<file path="config.mk">
export PLATFORM = sky130hd
export DESIGN_NAME = instr_boot_loader
export DESIGN_NICKNAME = d
export VERILOG_FILES = /design/src/rtl/instr_boot_loader.sv
export SDC_FILE = /design/constraint.sdc
export NUM_CORES = 1
export LEC_CHECK = 0
export ABC_AREA = 1
export CORE_MARGIN = 3
export CORE_UTILIZATION = 45
export DETAILED_ROUTE_END_ITERATION = 12
export PLACE_DENSITY = 0.72
export SLEW_MARGIN = 20
export SYNTH_ARGS = -nofsm -noshare
export SYNTH_HDL_FRONTEND = slang
export SYNTH_SLANG_ARGS = --single-unit
export TNS_END_PERCENT = 1
</file>
<file path="constraint.sdc">
create_clock -name clk -period 2.4 [get_ports clk]
set_input_delay 0.36 -clock clk [delete_from_list [all_inputs] [get_ports clk]]
set_output_delay 0.36 -clock clk [all_outputs]
set_load 0.02 [all_outputs]
</file>
<file path="src/rtl/instr_boot_loader.sv">
// -----------------------------------------------------------------------------
// instr_boot_loader
//
// Receives a program over a UART 8N1 line and writes it word by word into the
// processor's instruction memory. The processor is held in reset until the
// whole program has been written.
//
// Stream format: LEN_HI LEN_LO, then N words sent as HI LO byte pairs.
//
// Ports:
//   clk           system clock, rising edge
//   reset         asynchronous, active-low reset
//   rx_in         UART serial input (idle high, asynchronous to clk)
//   instr_wr_en   one-cycle instruction-memory write strobe
//   instr_wr_addr instruction-memory write address
//   instr_wr_data instruction-memory write data
//   cpu_reset_n   active-low reset to the processor, released once loaded
//   busy          high while the word payload is being received
//   done          sticky, load completed
//   frame_err     sticky, bad stop bit or illegal length
// -----------------------------------------------------------------------------
module instr_boot_loader #(
  parameter int CLKS_PER_BIT = 16,
  parameter int ADDR_W       = 13,
  parameter int DATA_W       = 16,
  parameter int MAX_WORDS    = 8192
) (
  input  logic              clk,
  input  logic              reset,
  input  logic              rx_in,
  output logic              instr_wr_en,
  output logic [ADDR_W-1:0] instr_wr_addr,
  output logic [DATA_W-1:0] instr_wr_data,
  output logic              cpu_reset_n,
  output logic              busy,
  output logic              done,
  output logic              frame_err
);

  localparam int CNT_W = $clog2(CLKS_PER_BIT);
  localparam logic [CNT_W-1:0] HALF_M1 = CNT_W'(CLKS_PER_BIT / 2 - 1);
  localparam logic [CNT_W-1:0] FULL_M1 = CNT_W'(CLKS_PER_BIT - 1);
  localparam logic [16:0]      MAX_LEN = 17'(MAX_WORDS);

  typedef enum logic [1:0] {RX_IDLE, RX_START, RX_DATA, RX_STOP} rx_state_t;

  typedef enum logic [2:0] {
    LD_LEN_HI, LD_LEN_LO, LD_WORD_HI, LD_WORD_LO, LD_COMMIT, LD_DONE, LD_ERR
  } ld_state_t;

  // Serial receiver state
  logic             rx_meta, rx_sync;
  rx_state_t        rx_state, rx_state_nxt;
  logic [CNT_W-1:0] clk_cnt, clk_cnt_nxt;
  logic [2:0]       bit_idx, bit_idx_nxt;
  logic [7:0]       rx_byte, rx_byte_nxt;
  logic             byte_valid, byte_valid_nxt;
  logic             stop_err, stop_err_nxt;

  // Loader state
  ld_state_t          ld_state, ld_state_nxt;
  logic [7:0]         len_hi, len_hi_nxt;
  logic [15:0]        len, len_nxt;
  logic [7:0]         word_hi, word_hi_nxt;
  logic [ADDR_W-1:0]  addr_cnt, addr_cnt_nxt;
  logic [15:0]        wr_count, wr_count_nxt;
  logic               wr_en_nxt;
  logic [ADDR_W-1:0]  wr_addr_nxt;
  logic [DATA_W-1:0]  wr_data_nxt;
  logic               frame_err_nxt;

  // Two-flop synchronizer; idles high so a reset never looks like a start bit.
  always_ff @(posedge clk or negedge reset) begin
    if (!reset) begin
      rx_meta <= 1'b1;
      rx_sync <= 1'b1;
    end else begin
      rx_meta <= rx_in;
      rx_sync <= rx_meta;
    end
  end

  // Receiver register bank.
  always_ff @(posedge clk or negedge reset) begin
    if (!reset) begin
      rx_state   <= RX_IDLE;
      clk_cnt    <= '0;
      bit_idx    <= '0;
      rx_byte    <= '0;
      byte_valid <= 1'b0;
      stop_err   <= 1'b0;
    end else begin
      rx_state   <= rx_state_nxt;
      clk_cnt    <= clk_cnt_nxt;
      bit_idx    <= bit_idx_nxt;
      rx_byte    <= rx_byte_nxt;
      byte_valid <= byte_valid_nxt;
      stop_err   <= stop_err_nxt;
    end
  end

  // Receiver next state. The start bit is re-checked at its midpoint so every
  // following sample lands mid-bit; a start bit that is gone by then is noise.
  always_comb begin
    rx_state_nxt   = rx_state;
    clk_cnt_nxt    = clk_cnt;
    bit_idx_nxt    = bit_idx;
    rx_byte_nxt    = rx_byte;
    byte_valid_nxt = 1'b0;
    stop_err_nxt   = 1'b0;
    case (rx_state)
      RX_IDLE: begin
        if (!rx_sync) begin
          clk_cnt_nxt  = '0;
          rx_state_nxt = RX_START;
        end
      end
      RX_START: begin
        if (clk_cnt == HALF_M1) begin
          clk_cnt_nxt  = '0;
          bit_idx_nxt  = '0;
          rx_state_nxt = rx_sync ? RX_IDLE : RX_DATA;
        end else begin
          clk_cnt_nxt = clk_cnt + 1'b1;
        end
      end
      RX_DATA: begin
        if (clk_cnt == FULL_M1) begin
          clk_cnt_nxt = '0;
          rx_byte_nxt = {rx_sync, rx_byte[7:1]};
          if (bit_idx == 3'd7) begin
            rx_state_nxt = RX_STOP;
          end else begin
            bit_idx_nxt = bit_idx + 1'b1;
          end
        end else begin
          clk_cnt_nxt = clk_cnt + 1'b1;
        end
      end
      RX_STOP: begin
        if (clk_cnt == FULL_M1) begin
          clk_cnt_nxt  = '0;
          rx_state_nxt = RX_IDLE;
          if (rx_sync) begin
            byte_valid_nxt = 1'b1;
          end else begin
            stop_err_nxt = 1'b1;
          end
        end else begin
          clk_cnt_nxt = clk_cnt + 1'b1;
        end
      end
      default: rx_state_nxt = RX_IDLE;
    endcase
  end

  // Loader register bank. Status outputs are decoded from the next state so
  // they line up with the state they describe.
  always_ff @(posedge clk or negedge reset) begin
    if (!reset) begin
      ld_state      <= LD_LEN_HI;
      len_hi        <= '0;
      len           <= '0;
      word_hi       <= '0;
      addr_cnt      <= '0;
      wr_count      <= '0;
      instr_wr_en   <= 1'b0;
      instr_wr_addr <= '0;
      instr_wr_data <= '0;
      frame_err     <= 1'b0;
      busy          <= 1'b0;
      done          <= 1'b0;
      cpu_reset_n   <= 1'b0;
    end else begin
      ld_state      <= ld_state_nxt;
      len_hi        <= len_hi_nxt;
      len           <= len_nxt;
      word_hi       <= word_hi_nxt;
      addr_cnt      <= addr_cnt_nxt;
      wr_count      <= wr_count_nxt;
      instr_wr_en   <= wr_en_nxt;
      instr_wr_addr <= wr_addr_nxt;
      instr_wr_data <= wr_data_nxt;
      frame_err     <= frame_err_nxt;
      busy          <= (ld_state_nxt == LD_WORD_HI) || (ld_state_nxt == LD_WORD_LO) ||
                       (ld_state_nxt == LD_COMMIT);
      done          <= (ld_state_nxt == LD_DONE);
      cpu_reset_n   <= (ld_state_nxt == LD_DONE);
    end
  end

  // Loader next state. LD_COMMIT is the cycle the write strobe is on the bus;
  // it decides whether that was the last word.
  always_comb begin
    ld_state_nxt  = ld_state;
    len_hi_nxt    = len_hi;
    len_nxt       = len;
    word_hi_nxt   = word_hi;
    addr_cnt_nxt  = addr_cnt;
    wr_count_nxt  = wr_count;
    wr_en_nxt     = 1'b0;
    wr_addr_nxt   = instr_wr_addr;
    wr_data_nxt   = instr_wr_data;
    frame_err_nxt = frame_err;
    case (ld_state)
      LD_LEN_HI: begin
        if (byte_valid) begin
          len_hi_nxt   = rx_byte;
          ld_state_nxt = LD_LEN_LO;
        end
      end
      LD_LEN_LO: begin
        if (byte_valid) begin
          len_nxt = {len_hi, rx_byte};
          if ({len_hi, rx_byte} == 16'd0) begin
            ld_state_nxt = LD_DONE;
          end else if ({1'b0, len_hi, rx_byte} > MAX_LEN) begin
            frame_err_nxt = 1'b1;
            ld_state_nxt  = LD_ERR;
          end else begin
            ld_state_nxt = LD_WORD_HI;
          end
        end
      end
      LD_WORD_HI: begin
        if (byte_valid) begin
          word_hi_nxt  = rx_byte;
          ld_state_nxt = LD_WORD_LO;
        end
      end
      LD_WORD_LO: begin
        if (byte_valid) begin
          wr_en_nxt    = 1'b1;
          wr_addr_nxt  = addr_cnt;
          wr_data_nxt  = {word_hi, rx_byte};
          addr_cnt_nxt = addr_cnt + 1'b1;
          ld_state_nxt = LD_COMMIT;
        end
      end
      LD_COMMIT: begin
        wr_count_nxt = wr_count + 16'd1;
        ld_state_nxt = (wr_count + 16'd1 == len) ? LD_DONE : LD_WORD_HI;
      end
      LD_DONE: ld_state_nxt = LD_DONE;
      LD_ERR:  ld_state_nxt = LD_ERR;
      default: ld_state_nxt = LD_ERR;
    endcase

    // A broken frame aborts the load from any state except DONE: once the
    // processor has been released, line noise must not pull it back into reset.
    if (stop_err && (ld_state != LD_DONE)) begin
      frame_err_nxt = 1'b1;
      wr_en_nxt     = 1'b0;
      ld_state_nxt  = LD_ERR;
    end
  end

endmodule

</file>
### Word level (Yosys, flattened, before mapping)

Index checks and enable logic that the tools add are counted.

| word-level totals | value |
|---|---|
| bits in registers | 118 |
| input bits | 3 |
| output and inout bits | 34 |
| logic and storage cells | 106 |

| cells by class | value |
|---|---|
| add/sub/neg operators | 4 |
| order comparisons | 1 |
| equality and inequality tests | 24 |
| muxes and demuxes | 38 |
| reduce and logical (&&, ||, !) cells | 19 |

Operators by type and width:

| cell | count |
|---|---|
| 3-bit 2-to-1 mux | 11 |
| 3-bit case mux with 6 select lines | 1 |
| 16-bit by 1-bit adder with 16-bit output (second input constant) | 1 |
| 16-bit equality test | 1 |
| 16-bit by 14-bit > comparator with 1-bit output (second input constant) | 1 |
| 16-bit logical NOT | 1 |
| 3-bit equality test (second input constant) | 5 |
| 1-bit 2-to-1 mux | 14 |
| 13-bit by 1-bit adder with 13-bit output (second input constant) | 1 |
| 3-bit by 2-bit equality test with 1-bit output (second input constant) | 4 |
| 2-bit 2-to-1 mux | 6 |
| 4-bit 2-to-1 mux | 3 |
| 2-bit != test (second input constant) | 6 |
| 4-bit case mux with 3 select lines | 1 |
| 2-bit AND reduction | 5 |
| 2-bit case mux with 4 select lines | 1 |
| 4-bit AND reduction | 2 |
| 2-bit nonzero test | 4 |
| 3-bit case mux with 2 select lines | 1 |
| 5-bit AND reduction | 1 |
| 4-bit by 1-bit adder with 4-bit output (second input constant) | 1 |
| 2-bit equality test (second input constant) | 2 |
| 4-bit by 3-bit equality test with 1-bit output (second input constant) | 1 |
| 4-bit equality test (second input constant) | 1 |
| other kinds (10) | 11 |

### Logic depth before layout (Yosys ltp)

| logic depth | value |
|---|---|
| word-level depth | 9 |
| depth in mapped cells | 17 |
| gate-level depth less buffers | 17 |

### Worst setup path after synthesis

No wires, ideal clock.

| path | value |
|---|---|
| path kind | flip-flop to flip-flop |
| from | register wr_count[0] |
| to | register done |
| setup time | 0.071 ns |
| arrival | 1.688 ns |
| required time | 2.329 ns |
| slack | 0.640 ns |
| stages on the path, launching flop included | 16 |
| path buffers | 0 |
| period minus slack after synthesis | 1.760 ns |
| path through | dfrtp_1 > ha_1 > nand2_2 > nor2_4 > nand3_1 > nand2_1 > nand2_1 > nand2_1 > nand2_1 > nor2_1 > nand3_1 > nor2_1 > nand3_1 > nand3_1 > nand2_1 > nor2_1 |

| on the way | value |
|---|---|
| word-level cells in the longest chain between the ends | 6 |

Ends and longest elaborated chain:

| item | RTL line | RTL |
|---|---|---|
| from (decl) | 66 | `logic [15:0] wr_count, wr_count_nxt;` |
| from (signal assigned) | 180 | `wr_count <= wr_count_nxt;` |
| 16-bit by 1-bit adder with 16-bit output | 242 | `ld_state_nxt = (wr_count + 16'd1 == len) ? LD_DONE : LD_WORD_HI;` |
| 16-bit equality test | 242 |  |
| 3-bit 2-to-1 mux | 242 |  |
| 3-bit case mux with 6 select lines | 205 | `case (ld_state)` |
| 3-bit 2-to-1 mux | 251 | `if (stop_err && (ld_state != LD_DONE)) begin` |
| 3-bit equality test | 187 | `done <= (ld_state_nxt == LD_DONE);` |
| to (signal assigned) | 187 |  |
| to (decl) | 36 | `output logic done,` |

Every way passes these cells.
A chain may end at the register's enable or synchronous reset.

### Worst setup path in the final report

Ends and elaborated chain as after synthesis.

==> metrics <==
maximum number of pins on one net before global-route repair 50; capturing element type of the critical path flip-flop; number of rows in the core area 39; register-to-register setup slack between 0.2 and 0.25 ns; type of element launching the critical path flip-flop; first-pass GRT wire length 21,100 um; initial antenna violation count 0; switching part of the total a little under a quarter; layout cell share with drive strength beyond 1 just under 8%; CTS tree done; share of power burned in the clock network about half; vias in the first global route about 4,600; initial detailed-routing violation count about 340; tightest slew margin relative to the limit a little under three fifths; die height around 120 um; Seq/Total Area, Yosys 54.0%; Min-Delay Path Class flip-flop to flip-flop; DR vias between 4,000 and 5,000; sequential cell fraction of total power roughly two fifths; Syn Nets 682; net switching power roughly 1.2 mW; count of mapped cells out of synthesis between 600 and 700; Final Hold Violating Endpoints 0; depth of the CTS H-tree 4; clock latency of the later-clocked register in the worst-skew pair 0.42 ns; average cell area after synthesis ~8.1 um2; Post-Route Utilization a little under three fifths; maximum capacitance violations 0; worst clock skew ~0.0045 ns; biggest fanout along the worst timing path 6; placeable core region about 0.012 mm2; final worst-path cycle share between 90 and 100%; count of distinct cell types in the synthesized netlist 29; Bufs on Longest Clock Path 2; average vias per placed instance 5.30; FMAX roughly 460 MHz; total power density per cell area about 770 mW/mm2; I/O pin total 37; Placement Cell Area roughly 0.006 mm2; minimum clock period after layout about 2.2 ns; routability cong. approximately 0.90; Detail Placement HPWL roughly 8600 um; LEAKAGE 3.17 nW; Crit Path Category flip-flop to flip-flop; Chip Width between 100 and 150 um; internal power roughly 3.9 mW; global router's overall resource usage roughly 20%; Final Net Count ~730; maximum resistive drop on vdd between 0.4 and 0.5 mV; critical path required time between 2 and 3 ns; clock-pin slew on the worst setup and hold paths about 0.050 ns; number of remaining DRC errors 0; Layout area overhead 21.8%; CP Data Arrival Time between 2 and 3 ns; biggest area consumer among synthesized cells dfrtp_1; floorplan die area about 0.014 mm2; total inserted antenna cells 0; final setup violation count 0; combinational group share of total power under 10%; sinks on the clock net 118; worst slew pin tran between 0.6 and 0.7 ns; FILL cells between 900 and 1,000; Cell Area, Synth about 0.0055 mm2; number of iterations in the first detailed-routing pass 5; Initial Utilization approximately 47%; final count of pins violating max slew 0; Ys Warns 0; number of clock buffers inserted by TritonCTS 17; top post-synthesis cells by area dfrtp_1 53%, nand2_1 16%, o21ai_0 7.2%; Routed Wire Length between 10,000 and 15,000 um; result of the run completed; cell chosen for the clock root clkbuf_16; antenna-violating nets left 0; count of port buffers added during placement 36; Post-Layout Inst Area roughly 0.0067 mm2; final routed wire length divided by cell count approximately 14 um; total grt overflow 0; count of state elements after synthesis roughly 120; share of the synthesized area in the top cell type 53.0%
what timing repair did:
action                                 in CTS  in global routing
hold buffers                                1                  0
setup endpoints to repair                   0                  2
setup buffers                               0                  0
endpoints found under the hold margin       5                  0
gates resized for setup                     0                  2
power by group through the flow:
stage	sequential, mW	clock (mW)	combinational [mW]
finish	2.13	2.65	0.343
global route	2.13	2.80	0.394
CTS	2.12	2.70	0.344
detailed placement	2.15	0	0.336
global placement	2.15	0	0.315
floorplan	2.12	0	0.237
state kept, by name, indices dropped and copies added, names as in the netlist, 3 cells and up, named ones only:
| signal | cells |
|---|---|
| instr_wr_data | 16 |
| len | 16 |
| wr_count | 16 |
| addr_cnt | 13 |
| instr_wr_addr | 13 |
| len_hi | 8 |
| rx_byte | 8 |
| word_hi | 8 |
| clk_cnt | 4 |
| bit_idx | 3 |
| ld_state | 3 |
cells in the mapped netlist:
library cell	count
a32o_1	2
o21bai_1	1
o22ai_1	1
nor4_1	1
nor3_1	4
nor2_4	2
nor2_1	47
nor2_2	3
inv_2	2
a21oi_1	3
ha_1	5
clkbuf_1	16
buf_4	1
nand3_2	2
nand3_1	52
o21ai_0	79
dfrtp_1	116
xnor2_1	2
clkinv_2	1
nand3b_1	5
nand2_2	2
nand2_1	227
nor4_2	1
xor2_1	13
nor3_2	2
dfstp_2	2
o211ai_1	2
inv_1	68
nand4_1	12
cells by family after synthesis:
logic type	after synthesis	share of synthesized area [%]
AOI/OAI and AO/OA	88	8.38
buffers and inverters	88	6.12
xor gates and xnor gates	15	2.40
and+or+nand+nor	360	28.0
DFF	118	54.0
adders and majority gates	5	1.14
stage by stage:
stage	hold WS (ns)	std cells	TNS [ns]	worst slack (ns)	total power, mW
detailed placement	0.348	843	0	0.299	2.49
global placement	0.348	843	0	0.351	2.46
floorplan	0.0644	674	0	0.640	2.36
CTS	0.347	876	0	0.244	5.16
global route	0.362	877	-0.00305	-0.00305	5.33
finish	0.357	877	0	0.208	5.11
critical path, stage by stage (launching register included):
cell	delay, ns
dfrtp_1	0.41
ha_1	0.23
nand2_2	0.14
nor2_4	0.20
nand3_1	0.09
nand2_1	0.09
nand2_1	0.09
nand2_1	0.06
nand2_1	0.06
nor2_1	0.08
nand3_1	0.12
nor2_1	0.12
nand3_1	0.14
nand3_1	0.13
nand2_1	0.07
nor2_1	0.10
routing by layer:
metal  share of wire, %  vias to the layer above  global-route usage, %
li1                   -                     2260                      -
met2                 50                      108                   32.6
met5                  0                        -                      0
met1                 44                     2258                   25.8
met3                4.3                       22                   4.51
met4                1.4                        0                   7.27
final timing paths:
check | from | end | cells past startpoint
setup / recovery | wr_count[0]$_DFFE_PN0P_ | done$_DFF_PN0_ | 15
hold / removal | rx_meta$_DFF_PN1_ | rx_sync$_DFF_PN1_ | 0
setup reg to reg | wr_count[0]$_DFFE_PN0P_ | done$_DFF_PN0_ | 15
hold reg to reg | rx_meta$_DFF_PN1_ | rx_sync$_DFF_PN1_ | 0
max in group asynchronous | reset | rx_meta$_DFF_PN1_ | 3
min in group asynchronous | reset | wr_count[11]$_DFFE_PN0P_ | 2
cells in the final DEF (no fill, tap or decap), drive strengths merged:
cell type / instances
nand2: 229
dfrtp: 116
o21ai: 79
inv: 70
nand3: 54
nor2: 53
clkdlybuf4s50: 35
clkbuf: 20
xor2: 13
nand4: 12
buf: 8
nor3: 6
nand3b: 5
ha: 5
clkinv: 5
clkinvlp: 4
bufinv: 4
a21oi: 3
xnor2: 2
o211ai: 2
a32o: 2
dfstp: 2
nor4: 2
o21bai: 1
o22ai: 1
dlygate4sd3: 1
layout make-up:
cell class | instances | area, um2 | share of cell area, %
clock inverter | 12 | 178 | 2.66
sequential | 118 | 2960 | 44.3
multi-input combinational | 469 | 2200 | 33.0
clock buffer | 20 | 447 | 6.69
timing repair buffer | 44 | 445 | 6.68
tap | 143 | 179 | 2.68
inverter | 71 | 268 | 4.01
Power figures use the tool's default switching activity.
